**config.mk**
```make
export PLATFORM = sky130hd
export DESIGN_NAME = next_pc_predictor_flat
export DESIGN_NICKNAME = d
export VERILOG_FILES = /design/src/rtl/next_pc_predictor_if.sv /design/src/rtl/next_pc_predictor.sv /design/src/flat_wrapper.sv
export SDC_FILE = /design/constraint.sdc
export NUM_CORES = 2
export LEC_CHECK = 0
export CORE_MARGIN = 2
export CORE_UTILIZATION = 50
export CTS_CLUSTER_DIAMETER = 200
export CTS_CLUSTER_SIZE = 14
export DETAILED_ROUTE_END_ITERATION = 6
export GPL_ROUTABILITY_DRIVEN = 0
export GPL_TIMING_DRIVEN = 0
export PLACE_DENSITY = 0.68
export SLEW_MARGIN = 20
export SYNTH_ARGS = -nofsm -noshare
export SYNTH_HDL_FRONTEND = slang
export SYNTH_SLANG_ARGS = --single-unit
```
**constraint.sdc**
```tcl
create_clock -name clk_i -period 44.8 [get_ports clk_i]
set_clock_uncertainty 0.2 [all_clocks]
set_input_delay 6.72 -clock clk_i [delete_from_list [all_inputs] [get_ports clk_i]]
set_output_delay 6.72 -clock clk_i [all_outputs]
set_load 0.01 [all_outputs]
```
**src/rtl/next_pc_predictor_if.sv**
```systemverilog
// Fetch-side bus between the PC register / EX stage and the next-PC predictor.
// The master drives the fetch PC and the EX-stage resolution; the slave returns the prediction and statistics.
interface next_pc_predictor_if;
    logic        start_i;
    logic        mem_stall_i;
    logic [31:0] fetch_pc_i;
    logic [31:0] next_pc_o;
    logic        pred_taken_o;
    logic        upd_valid_i;
    logic [31:0] upd_pc_i;
    logic [31:0] upd_target_i;
    logic        upd_taken_i;
    logic        upd_mispredict_i;
    logic [31:0] redirect_pc_i;
    logic [31:0] branch_cnt_o;
    logic [31:0] mispredict_cnt_o;

    modport master (
        output start_i, mem_stall_i, fetch_pc_i,
        output upd_valid_i, upd_pc_i, upd_target_i, upd_taken_i,
        output upd_mispredict_i, redirect_pc_i,
        input  next_pc_o, pred_taken_o, branch_cnt_o, mispredict_cnt_o
    );

    modport slave (
        input  start_i, mem_stall_i, fetch_pc_i,
        input  upd_valid_i, upd_pc_i, upd_target_i, upd_taken_i,
        input  upd_mispredict_i, redirect_pc_i,
        output next_pc_o, pred_taken_o, branch_cnt_o, mispredict_cnt_o
    );
endinterface

```
**src/rtl/next_pc_predictor.sv**
```systemverilog
// Next-PC selection backed by a direct-mapped BTB with 2-bit saturating counters.
// The EX stage trains the BTB; branch and mispredict totals are kept alongside.
module next_pc_predictor #(
    parameter  int INDEX_BITS = 4,
    localparam int TAG_BITS   = 32 - INDEX_BITS - 2
) (
    input  logic clk_i,
    input  logic rst_i,
    next_pc_predictor_if.slave bus
);
    localparam int ENTRIES = 1 << INDEX_BITS;

    logic [ENTRIES-1:0]                r_valid;
    logic [ENTRIES-1:0][TAG_BITS-1:0]  r_tag;
    logic [ENTRIES-1:0][31:0]          r_target;
    logic [ENTRIES-1:0][1:0]           r_ctr;
    logic [31:0]                       r_branchCnt;
    logic [31:0]                       r_mispredictCnt;

    logic [INDEX_BITS-1:0] w_fetchIdx;
    logic [TAG_BITS-1:0]   w_fetchTag;
    logic                  w_fetchHit;
    logic                  w_predTaken;
    logic [INDEX_BITS-1:0] w_updIdx;
    logic [TAG_BITS-1:0]   w_updTag;
    logic                  w_updHit;
    logic                  w_we;
    logic [3:0]            w_unusedPcBits;

    assign w_fetchIdx     = bus.fetch_pc_i[INDEX_BITS+1:2];
    assign w_fetchTag     = bus.fetch_pc_i[31:INDEX_BITS+2];
    assign w_updIdx       = bus.upd_pc_i[INDEX_BITS+1:2];
    assign w_updTag       = bus.upd_pc_i[31:INDEX_BITS+2];
    assign w_unusedPcBits = {bus.fetch_pc_i[1:0], bus.upd_pc_i[1:0]};

    assign w_fetchHit  = r_valid[w_fetchIdx] && (r_tag[w_fetchIdx] == w_fetchTag);
    assign w_predTaken = w_fetchHit && r_ctr[w_fetchIdx][1];
    assign w_updHit    = r_valid[w_updIdx] && (r_tag[w_updIdx] == w_updTag);
    assign w_we        = bus.upd_valid_i && bus.start_i && !bus.mem_stall_i;

    // A redirect wins over any prediction; it is honoured even without upd_valid_i.
    always_comb begin
        bus.next_pc_o = bus.fetch_pc_i + 32'd4;
        if (bus.upd_mispredict_i) begin
            bus.next_pc_o = bus.redirect_pc_i;
        end else if (w_predTaken) begin
            bus.next_pc_o = r_target[w_fetchIdx];
        end
    end

    assign bus.pred_taken_o     = w_predTaken;
    assign bus.branch_cnt_o     = r_branchCnt;
    assign bus.mispredict_cnt_o = r_mispredictCnt;

    always_ff @(posedge clk_i or posedge rst_i) begin
        if (rst_i) begin
            for (int i = 0; i < ENTRIES; i++) begin
                r_valid[i]  <= 1'b0;
                r_tag[i]    <= '0;
                r_target[i] <= '0;
                r_ctr[i]    <= 2'b01;
            end
        end else if (w_we) begin
            if (w_updHit) begin
                if (bus.upd_taken_i) begin
                    if (r_ctr[w_updIdx] != 2'b11) begin
                        r_ctr[w_updIdx] <= r_ctr[w_updIdx] + 2'd1;
                    end
                    r_target[w_updIdx] <= bus.upd_target_i;
                end else if (r_ctr[w_updIdx] != 2'b00) begin
                    r_ctr[w_updIdx] <= r_ctr[w_updIdx] - 2'd1;
                end
            end else if (bus.upd_taken_i) begin
                // Allocation silently evicts whatever aliased into this slot.
                r_valid[w_updIdx]  <= 1'b1;
                r_tag[w_updIdx]    <= w_updTag;
                r_target[w_updIdx] <= bus.upd_target_i;
                r_ctr[w_updIdx]    <= 2'b10;
            end
        end
    end

    always_ff @(posedge clk_i or posedge rst_i) begin
        if (rst_i) begin
            r_branchCnt     <= '0;
            r_mispredictCnt <= '0;
        end else if (w_we) begin
            r_branchCnt <= r_branchCnt + 32'd1;
            if (bus.upd_mispredict_i) begin
                r_mispredictCnt <= r_mispredictCnt + 32'd1;
            end
        end
    end
endmodule

```
**src/flat_wrapper.sv**
```systemverilog
// flat-port wrapper written by rule: the top's interface ports become plain ports
module next_pc_predictor_flat 
#(
    parameter  int INDEX_BITS = 4,
    localparam int TAG_BITS   = 32 - INDEX_BITS - 2
)
  (clk_i, rst_i, bus_start_i, bus_mem_stall_i, bus_fetch_pc_i, bus_upd_valid_i, bus_upd_pc_i, bus_upd_target_i, bus_upd_taken_i, bus_upd_mispredict_i, bus_redirect_pc_i, bus_next_pc_o, bus_pred_taken_o, bus_branch_cnt_o, bus_mispredict_cnt_o);
  next_pc_predictor_if bus_i ();
  input  logic clk_i;
  input  logic rst_i;
  input wire logic [$bits(bus_i.start_i)-1:0] bus_start_i;
  input wire logic [$bits(bus_i.mem_stall_i)-1:0] bus_mem_stall_i;
  input wire logic [$bits(bus_i.fetch_pc_i)-1:0] bus_fetch_pc_i;
  input wire logic [$bits(bus_i.upd_valid_i)-1:0] bus_upd_valid_i;
  input wire logic [$bits(bus_i.upd_pc_i)-1:0] bus_upd_pc_i;
  input wire logic [$bits(bus_i.upd_target_i)-1:0] bus_upd_target_i;
  input wire logic [$bits(bus_i.upd_taken_i)-1:0] bus_upd_taken_i;
  input wire logic [$bits(bus_i.upd_mispredict_i)-1:0] bus_upd_mispredict_i;
  input wire logic [$bits(bus_i.redirect_pc_i)-1:0] bus_redirect_pc_i;
  output wire logic [$bits(bus_i.next_pc_o)-1:0] bus_next_pc_o;
  output wire logic [$bits(bus_i.pred_taken_o)-1:0] bus_pred_taken_o;
  output wire logic [$bits(bus_i.branch_cnt_o)-1:0] bus_branch_cnt_o;
  output wire logic [$bits(bus_i.mispredict_cnt_o)-1:0] bus_mispredict_cnt_o;
  assign bus_i.start_i = bus_start_i;
  assign bus_i.mem_stall_i = bus_mem_stall_i;
  assign bus_i.fetch_pc_i = bus_fetch_pc_i;
  assign bus_i.upd_valid_i = bus_upd_valid_i;
  assign bus_i.upd_pc_i = bus_upd_pc_i;
  assign bus_i.upd_target_i = bus_upd_target_i;
  assign bus_i.upd_taken_i = bus_upd_taken_i;
  assign bus_i.upd_mispredict_i = bus_upd_mispredict_i;
  assign bus_i.redirect_pc_i = bus_redirect_pc_i;
  assign bus_next_pc_o = bus_i.next_pc_o;
  assign bus_pred_taken_o = bus_i.pred_taken_o;
  assign bus_branch_cnt_o = bus_i.branch_cnt_o;
  assign bus_mispredict_cnt_o = bus_i.mispredict_cnt_o;
  next_pc_predictor #(.INDEX_BITS(INDEX_BITS)) u_core (.clk_i(clk_i), .rst_i(rst_i), .bus(bus_i));
endmodule
```
==> results.toml <==
[setup_path]
r2r_start = "u_core.r_tag[64]"
crit_start = "bus_fetch_pc_i[3]"
rr_endpoint = "u_core.r_tag[103]"
reg2regPathDepth = 12
startpoint_type = "input pin"
critPathKind = "in -> out"
worstPathRequired_ps = 37880
crit_arrival_ps = 13140
worstSetupEndpoint = "bus_next_pc_o[27]"
r2r_setup_slack_ps = 39850
cp_max_fo = 10
cp-end-kind = "output pin"

[cts]
cts-root-buf = "clkbuf_16"
post_cts_buffers = 0
path_clk_slew_ps = 70
cts_tree = "yes"
ctsHtreeMaxLevel = 3
ctsResizeCount = 0
clock_latency_ps = 710
cts_sinks = 1040
cts_buffers = 84
cts_hold_buf = 0
cts_buffer_depth = 3

[grt]
grt_pass1_wl_mm = 228
grt_pass1_vias = 33100
grt_max_degree = 107
grtUsageTotal_pct = 29.2
antenna_found_initial = 9
overflow = 0

[floorplan]
die_area_sq_um = 107000
fp.dieH_microns = 327
die_x_microns = 327
ios = 232
initial_utilization_pct = 50.4
rows = 118
core_sq_um = 103000

[power_and_ir_drop]
pwr-share-comb_pct = 14.6
p_leak_nw = 26.6
power.switching_mw = 0.550
peakVddDrop_uv = 32.2
p_per_area_nw_per_um2 = 35.2
switching_share_pct = 26.6
pwr-share-clk_pct = 33.9
pwr-share-seq_pct = 51.5
internal_power_mw = 1.52

[timing]
max_freq_mhz = 49.9
post-route-period-util_pct = 44.8
relSlewSlack_pct = 20.0
period_minus_slack_ps = 20060
tightestPinTransition_ps = 1200
hold_viol = 0
rsz0062_at_grt = "false"
slew_viol_final = 0
setup_viol = 0

[detailed_routing]
firstDrtPassIters = 6
drc_errors = 0
wire_per_inst_microns = 30.3
drt_first_iter_violations = 2848
drt-total-wl_mm = 154
postRouteAntennaNets = 0
vias_per_cell = 6.33
vias = 32300

[hold_path]
whs_path_depth = 1
hold_path.class = "reg -> reg"

[yosys]
yosys.area.top_type_share_pct = 49.1
netlist-cell-type-count = 56
syn-num-nets = 3529
syn_area_per_cell_sq_um = 15.4
synthTopCellsByArea = "dfrtp_1, mux2_2, mux4_2, xnor2_1, mux2i_1"
syn_inst = 3389
seq_area_frac_synth_pct = 49.9
synth_ff_type = "dfrtp_1"
yosys_warnings = 0
syn_area_sq_um = 52200
synth_largest_area_cell = "dfrtp_1"
ys_seq_elements = 1040
synth_edf_count = 0
synthArstFlopShare_pct = 100

[job]
cap_violations = 0

[placed_design]
dpl-instance-area_sq_um = 56300
numPlacedInstances = 4987
dp_hpwl_mm = 107
port_buffers = 204

[final_layout]
stdcell_area_sq_um = 58700
final_util_pct = 56.7
syn_to_final_growth_pct = 12.4
num-nets-final = 3833
fin_cells = 5097
drive_gt1_share_pct = 43.0

[run_status]
outcome = "completed"
==> area by class of cell <==
cell class | count | area (sq um)
inverter | 14 | 60.1
multi-input combinational | 2034 | 24600
sequential | 1040 | 26000
antenna | 1 | 2.50
tap | 1380 | 1730
buffer | 301 | 1480
timing repair buffer | 218 | 2380
clock buffer | 101 | 2170
fill | 8288 | 44800
clock inverter | 8 | 166
==> Yosys cell counts (all sizes together) (12+ instances only) <==
master / instances
o21ai: 12
clkbuf: 172
or2: 13
o22ai: 12
nand4: 34
and3: 16
dfrtp: 1024
nand2b: 16
mux2i: 93
nor2: 47
xor2: 36
xnor2: 123
mux4: 391
nor3: 19
buf: 129
nand2: 88
inv: 13
dfstp: 16
mux2: 1001
nand3: 52
==> state kept, by name, indices dropped and copies added (netlist names) <==
| signal | flops |
|---|---|
| u_core.r_target | 512 |
| u_core.r_tag | 416 |
| u_core.bus.branch_cnt_o | 32 |
| u_core.bus.mispredict_cnt_o | 32 |
| u_core.r_ctr | 32 |
| u_core.r_valid | 16 |
==> per-layer routing <==
layer	wire length [microns]	share of wire, %	track usage, %	vias to the layer above
li1	-	-	-	13300
met1	62700	41	39.9	17500
met2	72700	47	45.9	1171
met3	11500	7.5	6.25	317
met4	7180	4.7	12.1	12
met5	80	0.052	0	-
==> worst max-delay path: stages <==
cell and delay (ps):
clkdlybuf4s50_1 570, clkbuf_1 390, buf_2 380, buf_2 430, clkbuf_1 630, buf_1 670, clkbuf_1 620, clkbuf_1 830
mux4_2 430, mux4_2 560, mux2i_1 240, o21ai_0 140, clkdlybuf4s50_1 500
==> cells in the final DEF, fill, tap and decap left out, drive strengths merged, types with 13 or more instances in the layout <==
cell type      netlist  layout
clkbuf             172     275
or2                 13      13
clkdlybuf4s50        0     204
nand2               88      88
dfstp               16      16
xnor2              123     123
nor2                47      47
nor3                19      19
and3                16      16
mux4               391     391
xor2                36      36
dfrtp             1024    1024
nand2b              16      16
buf                129     141
mux2              1001    1001
nand3               52      52
inv                 13      17
mux2i               93      93
nand4               34      34
==> power groups by stage <==
stage	clock, mW	combinational (mW)	sequential (mW)
final	0.700	0.303	1.06
after global routing	0.748	0.322	1.07
after CTS	0.713	0.303	1.06
after detailed placement	0	0.302	1.08
after global placement	0	0.293	1.08
after floorplan	0	0.201	1.07
==> through the flow <==
| step | total power, mW | setup slack [ps] | hold WS, ps | setup TNS [ps] |
|---|---|---|---|---|
| 2_1_floorplan | 1.27 | 8640 | 251 | 0 |
| 3_3_place_gp | 1.37 | -3920 | 262 | -3843660 |
| 3_5_place_dp | 1.38 | 24740 | 267 | 0 |
| 4_1_cts | 2.08 | 24730 | 282 | 0 |
| 5_1_grt | 2.14 | 24660 | 293 | 0 |
| 6_report | 2.07 | 24740 | 275 | 0 |
==> how the worst min path moves through the flow <==
| stage | start | to | slack (ps) |
|---|---|---|---|
| 2_1_floorplan | u_core.r_valid[5] | u_core.r_valid[5] | 250 |
| 3_3_place_gp | u_core.bus.mispredict_cnt_o[31] | u_core.bus.mispredict_cnt_o[31] | 260 |
| 3_5_place_dp | u_core.bus.branch_cnt_o[31] | u_core.bus.branch_cnt_o[31] | 270 |
| 4_1_cts | u_core.bus.branch_cnt_o[31] | u_core.bus.branch_cnt_o[31] | 280 |
| 5_1_grt | u_core.bus.mispredict_cnt_o[31] | u_core.bus.mispredict_cnt_o[31] | 290 |
| 6_report | u_core.bus.branch_cnt_o[31] | u_core.bus.branch_cnt_o[31] | 280 |
==> logic make-up after synthesis <==
kind of cell / count (synthesis) / share of synthesized area (%)
AO/OA/AOI/OAI: 73 / 1.03
buffers and inverters: 315 / 2.92
AND/OR/NAND/NOR: 312 / 3.07
adder cells (fa/ha/maj): 5 / 0.120
flip-flops: 1040 / 49.9
multiplexers: 1485 / 40.3
XOR/XNOR: 159 / 2.67
No activity file was read; power rests on OpenSTA's default activity.
